<file path="config.mk">
export PLATFORM = sky130hd
export DESIGN_NAME = serial_add_ctrl
export DESIGN_NICKNAME = d
export VERILOG_FILES = /design/src/rtl/serial_add_ctrl.sv
export SDC_FILE = /design/constraint.sdc
export NUM_CORES = 1
export LEC_CHECK = 0
export ABC_AREA = 1
export CELL_PAD_IN_SITES_DETAIL_PLACEMENT = 1
export CELL_PAD_IN_SITES_GLOBAL_PLACEMENT = 1
export CORE_ASPECT_RATIO = 0.7
export CORE_UTILIZATION = 38
export CTS_CLUSTER_DIAMETER = 50
export CTS_CLUSTER_SIZE = 10
export DETAILED_ROUTE_END_ITERATION = 12
export HOLD_SLACK_MARGIN = 0.06
export PLACE_DENSITY = 0.94
export SLEW_MARGIN = 20
export SYNTH_ARGS = -nofsm -noshare
export SYNTH_HDL_FRONTEND = slang
export SYNTH_SLANG_ARGS = --single-unit
</file>
<file path="constraint.sdc">
create_clock -name clk -period 4.4 [get_ports clk]
set_input_delay 1.1 -clock clk [delete_from_list [all_inputs] [get_ports clk]]
set_output_delay 1.1 -clock clk [all_outputs]
set_load 0.02 [all_outputs]
</file>
<file path="src/rtl/serial_add_ctrl.sv">
// Serial wide adder: streams WIDTH-bit operands one nibble per clock through a
// single 4-bit ripple-carry stage, with valid/ready on the operand and result sides.
module serial_add_ctrl #(
  parameter int WIDTH = 16  // multiple of 4, minimum 4
) (
  input  logic             clk,
  input  logic             rst,
  input  logic             in_valid,
  output logic             in_ready,
  input  logic [WIDTH-1:0] a,
  input  logic [WIDTH-1:0] b,
  input  logic             cin,
  output logic             out_valid,
  input  logic             out_ready,
  output logic [WIDTH-1:0] sum,
  output logic             co,
  output logic             ovf,
  output logic             busy,
  output logic [1:0]       state_dbg
);

  // Handshake: a transfer happens on a rising edge where valid && ready.
  // in_ready is high only in IDLE and out_valid only in DONE, so the two sides
  // never overlap. Operands may change freely whenever in_ready is low; the
  // result is held stable while out_valid is high and out_ready is low.

  localparam int N    = WIDTH / 4;
  localparam int IDXW = (N > 1) ? $clog2(N) : 1;
  localparam logic [IDXW-1:0] LAST_IDX = IDXW'(N - 1);

  typedef enum logic [1:0] {
    S_IDLE = 2'd0,
    S_RUN  = 2'd1,
    S_DONE = 2'd2
  } state_t;

  state_t            state, state_nxt;
  logic [WIDTH-1:0]  a_q, b_q, sum_q;
  logic              carry_q, co_q, ovf_q;
  logic [IDXW-1:0]   idx_q;
  logic [IDXW+1:0]   bit_ofs;
  logic [3:0]        nib_a, nib_b, nib_sum;
  logic              nib_co;
  logic              last_nib;

  // Bit offset of the current nibble: idx * 4.
  assign bit_ofs  = {idx_q, 2'b00};
  assign last_nib = (idx_q == LAST_IDX);

  // 4-bit ripple-carry full-adder stage fed from the latched operands.
  always_comb begin
    logic c;
    nib_a   = a_q[bit_ofs +: 4];
    nib_b   = b_q[bit_ofs +: 4];
    nib_sum = 4'd0;
    c       = carry_q;
    for (int i = 0; i < 4; i++) begin
      nib_sum[i] = nib_a[i] ^ nib_b[i] ^ c;
      c          = (nib_a[i] & nib_b[i]) | (c & (nib_a[i] ^ nib_b[i]));
    end
    nib_co = c;
  end

  always_comb begin
    state_nxt = state;
    case (state)
      S_IDLE:  if (in_valid) state_nxt = S_RUN;
      S_RUN:   if (last_nib) state_nxt = S_DONE;
      S_DONE:  if (out_ready) state_nxt = S_IDLE;
      default: state_nxt = S_IDLE;
    endcase
  end

  always_ff @(posedge clk) begin
    if (rst) begin
      state   <= S_IDLE;
      a_q     <= '0;
      b_q     <= '0;
      sum_q   <= '0;
      carry_q <= 1'b0;
      co_q    <= 1'b0;
      ovf_q   <= 1'b0;
      idx_q   <= '0;
    end else begin
      state <= state_nxt;
      case (state)
        S_IDLE: begin
          // sum is intentionally left as-is on accept; it is only meaningful with out_valid.
          if (in_valid) begin
            a_q     <= a;
            b_q     <= b;
            carry_q <= cin;
            idx_q   <= '0;
          end
        end
        S_RUN: begin
          sum_q[bit_ofs +: 4] <= nib_sum;
          carry_q             <= nib_co;
          idx_q               <= idx_q + 1'b1;
          if (last_nib) begin
            co_q  <= nib_co;
            ovf_q <= (a_q[WIDTH-1] == b_q[WIDTH-1]) && (nib_sum[3] != a_q[WIDTH-1]);
          end
        end
        default: ;
      endcase
    end
  end

  assign in_ready  = (state == S_IDLE);
  assign busy      = (state == S_RUN);
  assign out_valid = (state == S_DONE);
  assign sum       = sum_q;
  assign co        = co_q;
  assign ovf       = ovf_q;
  assign state_dbg = state;

endmodule

</file>
==> results.toml <==
[outcome]
status = "finished, final reports clean"

[setup_path]
cp-start-kind = "register"
critical_path_class = "register to register"
arrival_ns = 3.69
required_ns = 4.65
worstReg2RegStart = "idx_q[0]"
r2r-end = "sum[7]"
crit_fanout = 19
end_kind = "register"
regToRegSetupSlack_ns = 0.96
worstRegToRegCells = 17

[floorplan]
die_h_um = 70.6
die_area_mm2 = 0.00706
dieWidth_um = 100
floorplan.initialDensity_pct = 40.2
rows = 24
boundaryPins = 60
coreArea_mm2 = 0.00637

[sta]
max_slew_margin_pct = 36.3
timing_hold_violations_final = 0
worst_slack_ns = 0.962
fmax_mhz = 291
worst_slew_pin_slew_ns = 0.955
fin_crit_ns = 3.44
setup_viol = 0
rsz0062_at_grt = "false"
timing.final.crit_share_pct = 78.1
drv_slew = 0
clock-skew-final_ns = 0.00967
tns_ns = 0

[power_and_ir_drop]
cellPowerDensity_mw_per_mm2 = 345
leakage_uw = 0.00133
ir_drop_uv = 139

[final_layout]
drive_above_1_share_pct = 2.70
final_nets = 455
num_antenna_cells = 0
synthToLayoutAreaGrowth_pct = 27.0

[routing]
routed_wl_um = 6960
dr.pass1.iters = 4
vias = 2411
drc = 0
detail_route.iter0.violations = 56
drtAntennaViolNets = 0
wl_per_cell_um = 13.9
viasPerCell = 4.83

[clocking]
clockRootBuffer = "clkbuf_8"
cts_hold_buf = 0
htreeDepth = 2
cts_buffers = 5
cts_setup_buffers = 0
post_cts_resized = 0
clock_latency_ns = 0.32
cts_tree = "built"
clock_path_buffers = 2
clkSinkCount = 55
cts.clk_slew.worst_paths_ns = 0.10

[min_path]
hold_depth = 2
min_to = "b_q[0]"
hp-class = "register to register"
hold_start = "b_q[0]"

[place]
io_buffers = 59
hpwl_um = 5050
pre_cts_slack_ns = 1.07
gp_congestion = 0.809

[synth]
synthTopCellsByCount = "107 x nor2_1, 55 x dfxtp_1, 51 x o21ai_0"
yosysSeqAreaShare_pct = 43.1
syn_inst = 359
yosys_warnings = 0
ys_types = 22
synth_top_area_share_pct = 43.1
yosys.area.top_type = "dfxtp_1"
synth.most_common_cell = "nor2_1"
synth_edf_count = 0
synth_area_mm2 = 0.00256
synth_nets = 406
postSynthAreaPerCell_um2 = 7.12
synth_flop_cell = "dfxtp_1"
async_reset_ff_share_pct = 0
ys_ff_latch = 55
synth.area.top_cells = "dfxtp_1 43%, nor2_1 16%, o21ai_0 10%"

[job]
maxCapViolations = 0

[global_routing]
grt_pass1_wl_um = 11800
grt_max_degree = 41
grt-ovfl-total = 0
first_global_vias = 2544
track_usage_pct = 21.3
antenna_found_initial = 0
[report_power, final]
group	switching (uW)	total, uW	internal (uW)	leakage, uW
clock network	169	336	167	0.0000513
logic	139	234	94.9	0.000823
registers	19.7	549	530	0.000452
total	327	1120	792	0.00133
[cells in the final DEF (no fill, tap or decap), drive strengths merged]
cell             n
nor3             4
clkbuf           6
fa               4
nor2           108
clkinv           2
a21oi           22
dfxtp           55
buf              1
o21ai           55
nand3            9
bufinv           1
nand2           40
nand4            1
clkdlybuf4s50   59
ha               6
inv             31
o22ai            4
[logic make-up (layout without fill, tap and decap cells)]
family	Yosys count	in the layout	share of synthesized area, %
simple gates	162	162	24.9
compound gates	81	81	16.2
fa+ha+maj	10	10	6.07
buf+inv	51	100	9.74
flops	55	55	43.1
[final cells by class]
type,instances,area [um2]
repair buffers,60,598
well taps,91,114
inverters,33,124
fillers,836,3120
clock inverters,1,30.0
flip-flops and latches,55,1100
multi-input cells,253,1210
clock buffers,6,72.6
[flip-flops by register name, summed over array words and instances (netlist names)]
register   cells
sum           16
co             1
idx_q          2
ovf            1
b_q           16
a_q           16
carry_q        1
state_dbg      2
[per-stage QoR]
step,area [um2],power (uW),hold slack (ns),utilization (%),std cells
2_1_floorplan,2560,709,0.424,-,359
3_3_place_gp,3140,779,0.441,49.4,492
3_5_place_dp,3140,793,0.446,49.4,492
4_1_cts,3250,1120,0.457,51.0,499
5_1_grt,3250,1170,0.490,51.0,499
6_report,3250,1120,0.464,51.0,499
[how the worst max path moves through the flow]
stage	start	end	slack, ns	cells past startpoint
after CTS	idx_q[0]	sum[7]	0.96	17
after global routing	idx_q[0]	sum[7]	0.67	17
final	idx_q[0]	sum[7]	0.96	17
after global placement	idx_q[1]	sum[7]	1.22	15
after detailed placement	idx_q[1]	sum[7]	1.07	15
after floorplan	idx_q[0]	sum[7]	1.56	18
[worst max-delay path, cell delays in order (launching register included)]
cell and delay [ns]:
dfxtp_1 0.36, clkinv_1 0.45, nor2_1 0.31, nor2_1 0.10, a21oi_1 0.18, fa_1 0.19
inv_1 0.05, fa_1 0.36, inv_1 0.08, fa_1 0.16, inv_1 0.05, fa_1 0.53
inv_1 0.10, nor2_1 0.14, nand2_1 0.06, nor2_1 0.12, nor2_1 0.05, nor2_1 0.08
[metal layers]
layer	share of wire [%]	global-route usage [%]	up-vias	routed length, um
met1	50	27.9	1113	3470
met2	44	35.1	51	3070
met3	3.8	4.45	14	267
li1	-	-	1233	-
met5	0	0	-	0
met4	2.1	7.73	0	147
Power figures use the tool's default switching activity.
